`src/rtl/uart_rx_stream_if.sv`:
```
// Received-word stream: word plus per-word error flags on a valid/ready handshake.
interface uart_rx_stream_if #(
    parameter int unsigned P_DATA_BITS = 8
);
    logic [P_DATA_BITS-1:0] o_data;
    logic                   o_valid;
    logic                   i_ready;
    logic                   o_parity_err;
    logic                   o_frame_err;

    modport master (
        output o_data,
        output o_valid,
        input  i_ready,
        output o_parity_err,
        output o_frame_err
    );

    modport slave (
        input  o_data,
        input  o_valid,
        output i_ready,
        input  o_parity_err,
        input  o_frame_err
    );
endinterface

```
`src/rtl/uart_rx_stream.sv`:
```
// UART receiver with mid-bit sampling and false-start rejection; emits each received
// word with parity/framing flags on a single-entry valid/ready output register.
module uart_rx_stream #(
    parameter int unsigned P_CLKS_PER_BIT = 8,
    parameter int unsigned P_DATA_BITS    = 8,
    parameter int unsigned P_PARITY       = 0,
    parameter int unsigned P_STOP_BITS    = 1
) (
    input  logic             clk,
    input  logic             rst,
    input  logic             i_rx,
    uart_rx_stream_if.master o_stream,
    output logic             o_overrun,
    output logic             o_busy
);
    localparam int unsigned LP_TW = (P_CLKS_PER_BIT > 1) ? $clog2(P_CLKS_PER_BIT) : 1;
    localparam int unsigned LP_BW = $clog2(P_DATA_BITS + 1);
    localparam logic [LP_TW-1:0] LP_FULL      = LP_TW'(P_CLKS_PER_BIT - 1);
    localparam logic [LP_TW-1:0] LP_HALF      = LP_TW'(P_CLKS_PER_BIT / 2 - 1);
    localparam logic [LP_BW-1:0] LP_LAST_DATA = LP_BW'(P_DATA_BITS - 1);
    localparam logic [LP_BW-1:0] LP_LAST_STOP = LP_BW'(P_STOP_BITS - 1);

    typedef enum logic [2:0] {
        S_IDLE,
        S_START,
        S_DATA,
        S_PARITY,
        S_STOP,
        S_BREAK
    } state_t;

    state_t                 r_state;
    logic [1:0]             r_sync;
    logic [LP_TW-1:0]       r_timer;
    logic [LP_BW-1:0]       r_bit_cnt;
    logic [P_DATA_BITS-1:0] r_shift;
    logic                   r_par_err;
    logic                   r_frm_err;
    logic [P_DATA_BITS-1:0] r_data;
    logic                   r_valid;
    logic                   r_data_perr;
    logic                   r_data_ferr;
    logic                   r_overrun;
    logic                   r_busy;

    logic w_rx;
    logic w_sample;
    logic w_par_bad;
    logic w_frm_err_final;

    assign w_rx            = r_sync[1];
    assign w_sample        = (r_timer == '0);
    assign w_par_bad       = (P_PARITY == 1) ? ~(^r_shift ^ w_rx) : (^r_shift ^ w_rx);
    // Framing error including the stop sample being taken this cycle
    assign w_frm_err_final = r_frm_err | ~w_rx;

    always_ff @(posedge clk or posedge rst) begin
        if (rst) begin
            r_sync      <= 2'b11;
            r_state     <= S_IDLE;
            r_timer     <= '0;
            r_bit_cnt   <= '0;
            r_shift     <= '0;
            r_par_err   <= 1'b0;
            r_frm_err   <= 1'b0;
            r_data      <= '0;
            r_valid     <= 1'b0;
            r_data_perr <= 1'b0;
            r_data_ferr <= 1'b0;
            r_overrun   <= 1'b0;
            r_busy      <= 1'b0;
        end else begin
            r_sync    <= {r_sync[0], i_rx};
            r_overrun <= 1'b0;
            if (r_valid && o_stream.i_ready) begin
                r_valid <= 1'b0;
            end
            if (r_state != S_IDLE && r_state != S_BREAK) begin
                r_timer <= w_sample ? LP_FULL : r_timer - LP_TW'(1);
            end

            case (r_state)
                S_IDLE: begin
                    if (!w_rx) begin
                        r_state <= S_START;
                        r_timer <= LP_HALF;
                        r_busy  <= 1'b1;
                    end
                end
                S_START: begin
                    if (w_sample) begin
                        if (w_rx) begin
                            r_state <= S_IDLE;
                            r_busy  <= 1'b0;
                        end else begin
                            r_state   <= S_DATA;
                            r_bit_cnt <= '0;
                            r_par_err <= 1'b0;
                            r_frm_err <= 1'b0;
                        end
                    end
                end
                S_DATA: begin
                    if (w_sample) begin
                        r_shift <= {w_rx, r_shift[P_DATA_BITS-1:1]};
                        if (r_bit_cnt == LP_LAST_DATA) begin
                            r_bit_cnt <= '0;
                            r_state   <= (P_PARITY != 0) ? S_PARITY : S_STOP;
                        end else begin
                            r_bit_cnt <= r_bit_cnt + LP_BW'(1);
                        end
                    end
                end
                S_PARITY: begin
                    if (w_sample) begin
                        r_par_err <= w_par_bad;
                        r_state   <= S_STOP;
                    end
                end
                S_STOP: begin
                    if (w_sample) begin
                        r_frm_err <= w_frm_err_final;
                        if (r_bit_cnt == LP_LAST_STOP) begin
                            // Held word is kept; a frame arriving while it is stalled is dropped
                            if (!r_valid || o_stream.i_ready) begin
                                r_data      <= r_shift;
                                r_valid     <= 1'b1;
                                r_data_perr <= r_par_err;
                                r_data_ferr <= w_frm_err_final;
                            end else begin
                                r_overrun <= 1'b1;
                            end
                            if (w_frm_err_final && (r_shift == '0)) begin
                                r_state <= S_BREAK;
                            end else begin
                                r_state <= S_IDLE;
                                r_busy  <= 1'b0;
                            end
                        end else begin
                            r_bit_cnt <= r_bit_cnt + LP_BW'(1);
                        end
                    end
                end
                S_BREAK: begin
                    if (w_rx) begin
                        r_state <= S_IDLE;
                        r_busy  <= 1'b0;
                    end
                end
                default: begin
                    r_state <= S_IDLE;
                    r_busy  <= 1'b0;
                end
            endcase
        end
    end

    assign o_stream.o_data       = r_data;
    assign o_stream.o_valid      = r_valid;
    assign o_stream.o_parity_err = r_data_perr;
    assign o_stream.o_frame_err  = r_data_ferr;
    assign o_overrun             = r_overrun;
    assign o_busy                = r_busy;
endmodule

```
`src/flat_wrapper.sv`:
```
// flat-port wrapper written by rule: the top's interface ports become plain ports
module uart_rx_stream_flat 
#(
    parameter int unsigned P_CLKS_PER_BIT = 8,
    parameter int unsigned P_DATA_BITS    = 8,
    parameter int unsigned P_PARITY       = 0,
    parameter int unsigned P_STOP_BITS    = 1
)
  (clk, rst, i_rx, o_overrun, o_busy, o_stream_o_data, o_stream_o_valid, o_stream_i_ready, o_stream_o_parity_err, o_stream_o_frame_err);
  uart_rx_stream_if #(.P_DATA_BITS(P_DATA_BITS)) o_stream_i ();
  input  logic clk;
  input  logic rst;
  input  logic i_rx;
  output logic o_overrun;
  output logic o_busy;
  output wire logic [$bits(o_stream_i.o_data)-1:0] o_stream_o_data;
  output wire logic [$bits(o_stream_i.o_valid)-1:0] o_stream_o_valid;
  input wire logic [$bits(o_stream_i.i_ready)-1:0] o_stream_i_ready;
  output wire logic [$bits(o_stream_i.o_parity_err)-1:0] o_stream_o_parity_err;
  output wire logic [$bits(o_stream_i.o_frame_err)-1:0] o_stream_o_frame_err;
  assign o_stream_o_data = o_stream_i.o_data;
  assign o_stream_o_valid = o_stream_i.o_valid;
  assign o_stream_i.i_ready = o_stream_i_ready;
  assign o_stream_o_parity_err = o_stream_i.o_parity_err;
  assign o_stream_o_frame_err = o_stream_i.o_frame_err;
  uart_rx_stream #(.P_CLKS_PER_BIT(P_CLKS_PER_BIT), .P_DATA_BITS(P_DATA_BITS), .P_PARITY(P_PARITY), .P_STOP_BITS(P_STOP_BITS)) u_core (.clk(clk), .rst(rst), .i_rx(i_rx), .o_stream(o_stream_i), .o_overrun(o_overrun), .o_busy(o_busy));
endmodule
```
`config.mk`:
```
export PLATFORM = sky130hd
export DESIGN_NAME = uart_rx_stream_flat
export DESIGN_NICKNAME = d
export VERILOG_FILES = /design/src/rtl/uart_rx_stream_if.sv /design/src/rtl/uart_rx_stream.sv /design/src/flat_wrapper.sv
export SDC_FILE = /design/constraint.sdc
export NUM_CORES = 1
export LEC_CHECK = 0
export ABC_AREA = 1
export BUFFER_PORTS_ARGS = -buffer_cell sky130_fd_sc_hd__buf_2
export CAP_MARGIN = 0
export CORE_UTILIZATION = 49
export CTS_CLUSTER_DIAMETER = 40
export CTS_CLUSTER_SIZE = 24
export DETAILED_ROUTE_END_ITERATION = 12
export HOLD_SLACK_MARGIN = 0.1
export PLACE_DENSITY = 0.68
export SLEW_MARGIN = 20
export SYNTH_ARGS = -nofsm -noshare
export SYNTH_HDL_FRONTEND = slang
export SYNTH_SLANG_ARGS = --single-unit
```
`constraint.sdc`:
```
create_clock -name clk -period 2.03 [get_ports clk]
set_clock_uncertainty 0.05 [all_clocks]
set_input_delay 0.203 -clock clk [delete_from_list [all_inputs] [get_ports clk]]
set_output_delay 0.203 -clock clk [all_outputs]
set_load 0.05 [all_outputs]
```
### After elaboration in Yosys (flattened, before gate mapping)

Cells that the tools add are included.

| cells by class | value |
|---|---|
| add/subtract/negate cells | 2 |
| multiply operators | 0 |
| divide/modulo/power cells | 0 |
| magnitude comparators | 0 |
| eq/ne operators | 18 |
| shifts and indexed selects | 0 |
| multiplexer cells | 44 |
| bitwise logic cells | 4 |
| reductions and logical operators | 22 |

Operator list:

| operator | count |
|---|---|
| two-way mux 3 bit | 13 |
| two-way mux 4 bit | 6 |
| two-way mux 1 bit | 19 |
| case mux 3 bit (6 select lines) | 1 |
| != test 2 x 1 -> 1 bit, second input constant | 7 |
| case mux 4 bit (3 select lines) | 1 |
| AND reduction 4 bit | 3 |
| AND reduction 6 bit | 2 |
| zero test 8 bit | 1 |
| != test 2 bit, second input constant | 4 |
| AND reduction 8 bit | 1 |
| XOR reduction 8 bit | 1 |
| equality test 3 x 2 -> 1 bit, second input constant | 2 |
| equality test 3 bit, second input constant | 2 |
| zero test 3 bit | 2 |
| nonzero test 3 bit | 2 |
| case mux 1 bit (5 select lines) | 1 |
| adder 4 x 1 -> 4 bit, second input constant | 1 |
| equality test 4 x 3 -> 1 bit, second input constant | 1 |
| zero test 4 bit | 1 |
| case mux 1 bit (2 select lines) | 2 |
| nonzero test 2 bit | 2 |
| equality test 3 x 1 -> 1 bit, second input constant | 1 |
| logical AND 1 bit | 3 |
| 10 further kinds | 11 |

| storage, ports and cells | value |
|---|---|
| flip-flop bits (word level) | 35 |
| latch bits | 0 |
| RAM bits | 0 |
| memory bits (read-only) | 0 |
| bits of input ports | 4 |
| output and inout port bits | 13 |
| logic and storage cells | 103 |
| memories | 0 |

### Logic depth before layout (Yosys ltp)

| depth | value |
|---|---|
| depth in word-level cells | 7 |
| mapped depth | 11 |

### Worst setup path before layout

Ideal clock, no wire load.

| timing | value |
|---|---|
| kind | flip-flop to flip-flop |
| start | register u_core.r_timer[0] |
| end | register u_core.r_data_ferr, in the netlist u_core.o_stream.o_frame_err |
| data arrival time | 1.352 ns |
| data required time | 1.862 ns |
| path slack | 0.510 ns |
| stages on the path, launching flop included | 11 |
| clock period less this slack | 1.520 ns |
| cells stage by stage | dfrtp_1 -> inv_1 -> ha_1 -> nand2_2 -> nor2_1 -> nand2_2 -> nor2_4 -> inv_4 -> buf_6 -> nand2_1 -> nand2_1 |

| between the ends | value |
|---|---|
| longest elaborated chain between the ends | 2 |

RTL lines:

| item | RTL line | source |
|---|---|---|
| start, declared | uart_rx_stream.sv:34 | `logic [LP_TW-1:0] r_timer;` |
| start signal, assigned | uart_rx_stream.sv:79 | `r_timer <= w_sample ? LP_FULL : r_timer - LP_TW'(1);` |
| zero test 3 bit | uart_rx_stream.sv:52 | `assign w_sample = (r_timer == '0);` |
| AND reduction 4 bit (no line) | -- |  |
| end signal, assigned | uart_rx_stream.sv:129 | `r_data_ferr <= w_frm_err_final;` |
| end, declared | uart_rx_stream.sv:42 | `logic r_data_ferr;` |

Every way passes these cells.
A chain may end at the register's enable or synchronous reset.

### Final worst setup path

| timing | value |
|---|---|
| start | register u_core.r_timer[0] |
| end | register u_core.r_state[1] |

| between the ends | value |
|---|---|
| longest elaborated chain between the ends | 3 |

RTL lines:

| item | RTL line | source |
|---|---|---|
| zero test 3 bit * | uart_rx_stream.sv:52 |  |
| != test 2 x 1 -> 1 bit (no line) | -- |  |
| AND reduction 8 bit (no line) * | -- |  |
| end signal, assigned | uart_rx_stream.sv:108 | `r_state <= (P_PARITY != 0) ? S_PARITY : S_STOP;` |
| end, declared | uart_rx_stream.sv:32 | `state_t r_state;` |

Every way passes the cells marked *; elsewhere a longest branch is shown, timed or not.

==> summary.md <==
| Metric | Value |
|---|---|
| Status | `completed` |
| Least-Margin Pin Slew | `433.8 ps` |
| Count leader, synth | `nand2_1` |
| Async S/R FF share, synth | `100.0%` |
| Row cnt | `22` |
| Slack of the critical path | `386.3 ps` |
| R2R depth | `9` |
| Peak supply drop | `741.5 uV` |
| Clock transition at the registers of the reported paths | `70 ps` |
| Post_cts resized | `0` |
| Boundary Pins | `17` |
| Num CTS Buffers | `5` |
| Hold Vio Cnt, Final | `0` |
| Critical path class | `register to register` |
| Tightest Hold Check Type | `input pin to register` |
| CP endpoint kind | `register` |
| Normalized max-slew margin | `71.08%` |
| Hold Startpoint | `o_stream_i_ready` |
| Routability cong. | `0.8158` |
| CTS H-Tree Depth | `2` |
| Distinct cells, synth | `27` |
| I/O Buffers | `16` |
| Sequential area share after synthesis | `46.49%` |
| Leading post-synthesis cells by cell area | `dfrtp_1 44%, nand2_1 12%, ha_1 5.3%` |
| Latest clock arrival within the worst-skew pair | `290 ps` |
| Via density | `4.814` |
| Avg WL per Cell | `11.11 microns` |
| Vias in the first global route | `1271` |
| Core area | `3689 sq um` |
| Mean Syn Cell Area | `8.397 sq um` |
| Clock Path Buffers | `2` |
| Slew Viols, Final | `0` |
| Starting Density | `51.22%` |
| Crit path cell chain | `inv_1 -> ha_1 -> nand2_2 -> inv_2 -> nor3_1 -> nor2_1 -> nand2_2 -> nand2_1 -> nand2_1` |
| Post-synth EDFFs | `0` |
| Worst Path Required | `2160 ps` |
| FILL cells | `340` |
| R2r startpoint | `u_core.r_timer[0]` |
| WP data arrival | `1770 ps` |
| Detailed Routing Iterations Pass 1 | `4` |
| Post-Syn Nets | `237` |
| Max FO, Critical Path | `7` |
| Yosys warns | `0` |
| Via total after detailed routing | `1425` |
| FF+latch count, synth | `35` |
| Post-Route Setup TNS | `0 ps` |
| Power density over the cells | `1367 nW/um^2` |
| RSZ-0062 raised after global routing | `false` |
| P_leak | `1.066 nW` |
| Hold depth | `4` |
| Antenna cells | `0` |
| # setup viols final | `0` |
| Final Cycle Share | `80.97%` |
| Global-route wire length before repair | `5.506 mm` |
| Number of DRC markers in iteration 0 | `91` |
| Fmax | `608.4 MHz` |
| Minimum clock period | `1644 ps` |
| Antenna-violating nets left | `0` |
| Final core utilization | `57.16%` |
| Synth top cells by count | `61 x nand2_1, 33 x dfrtp_1, 23 x inv_1` |
| Grt ovf | `0` |
| Die Height | `64.10 microns` |
| Post-synth top area share | `43.71%` |
| Root buffer cell | `clkbuf_8` |
| R2r setup slk | `390 ps` |
| Post-synth top area cell | `dfrtp_1` |
| NumNets Final | `259` |
| Cell area after synthesis | `1889 sq um` |
| Critical path's largest stage delay | `360 ps` |
| Total power | `2.882 mW` |
| CTS tree | `built` |
| Syn-to-layout area delta | `11.59%` |
| R2R Path End | `u_core.r_state[1]` |
| Clk sinks | `35` |
| DRT Wirelength | `3.290 mm` |
| Area of the die | `4108 sq um` |
| Dpl ws | `440.7 ps` |
| Max_cap viols | `0` |
| Hold endpoint | `u_core.o_overrun` |
| Die width | `64.10 microns` |
| Synth Instances | `225` |
| Share of layout cells above drive strength 1 | `24.19%` |
| Largest net degree at the start of global routing | `36` |
| Drt drc | `0` |
| All-Layer GR Usage | `17.98%` |
| Synth Flop Type | `dfrtp_1` |
| Detail Placement HPWL | `2.321 mm` |
| Setup crit start kind | `register` |
| Initial antenna violation count | `0` |
| Crit-path slowest cell | `dfrtp_1` |
flip-flops by register name, indices dropped and copies added, names as in the netlist, 2 cells and up:
signal and flops:
u_core.o_stream.o_data 8, u_core.r_sync 2, u_core.r_timer 3, u_core.r_state 3, u_core.r_shift 8, u_core.r_bit_cnt 4
per-stage QoR:
stage               cell area [sq um]  hold WS, ps  instances
global route                     2108        175.9        296
detailed placement               2003        259.4        286
floorplan                        1889        157.5        225
CTS                              2108        146.9        296
global placement                 2003        258.5        286
finish                           2108        145.4        296
worst max-delay path: cells and delay by family, from the launching register on:
family	cells	cell delay, ps
adder cells (fa/ha/maj)	1	190
buffers and inverters	2	230
AND/OR/NAND/NOR	6	700
flip-flops	1	360
placed cells by master (no fill, tap or decap), types with 3 or more instances in the layout:
cell      count
nor2_4        5
inv_1        23
o21ai_0       3
xor2_1        3
o21ai_2       8
nor3_1        3
nor2_1       16
a21oi_1       4
dfrtp_1      33
inv_2         4
nand2_1      61
clkbuf_8      5
o21ai_1      10
ha_1          8
buf_2        16
nand2_2      12
inv_4         3
nand3_1      14
repair_timing:
action	4_1_cts	5_1_grt
hold buffers	2	0
setup buffers	0	0
hold endpoints to repair	34	0
routing by layer:
layer / wire length (microns) / global-route usage (%)
met3: 152 / 5.357
met5: 0 / 0
met4: 72 / 10.83
met1: 1585 / 22.30
met2: 1479 / 27.53
cell families (layout without fill, tap and decap cells):
family,count (synthesis),after routing,synth area share (%)
AND/OR/NAND/NOR,116,116,28.81
flip-flops,35,35,46.49
buffers and inverters,34,57,8.145
AO/OA/AOI/OAI,27,27,8.941
adder cells (fa/ha/maj),8,8,5.298
XOR/XNOR,5,5,2.318
power breakdown:
group          leakage [nW]  switching [mW]  total, mW  internal, mW
logic                 0.571           0.977       1.36         0.387
registers             0.453           0.144       1.03         0.884
clock network        0.0412           0.252      0.491         0.239
total                  1.07            1.37       2.88          1.51
worst max-delay path by stage:
stage                           start                           to  slack [ps]  cells after the start
floorplan           u_core.r_timer[0]  u_core.o_stream.o_frame_err         510                     10
global placement    u_core.r_timer[0]    u_core.o_stream.o_data[1]         460                      9
detailed placement  u_core.r_timer[0]    u_core.o_stream.o_data[2]         440                      9
CTS                 u_core.r_timer[0]            u_core.r_state[1]         410                      9
global route        u_core.r_timer[0]            u_core.r_state[1]         240                      9
finish              u_core.r_timer[0]            u_core.r_state[1]         390                      9
layout make-up:
class                   instances  area, sq um  area share, %
clock buffers                   6        72.57          3.442
clock inverters                 2        12.51         0.5935
inverters                      30        120.1          5.697
multi-input cells             156        857.1          40.65
flip-flops and latches         35        878.3          41.66
well taps                      48        60.06          2.849
repair buffers                 19        107.6          5.104
Note: power is estimated with default switching activity, not from simulation.
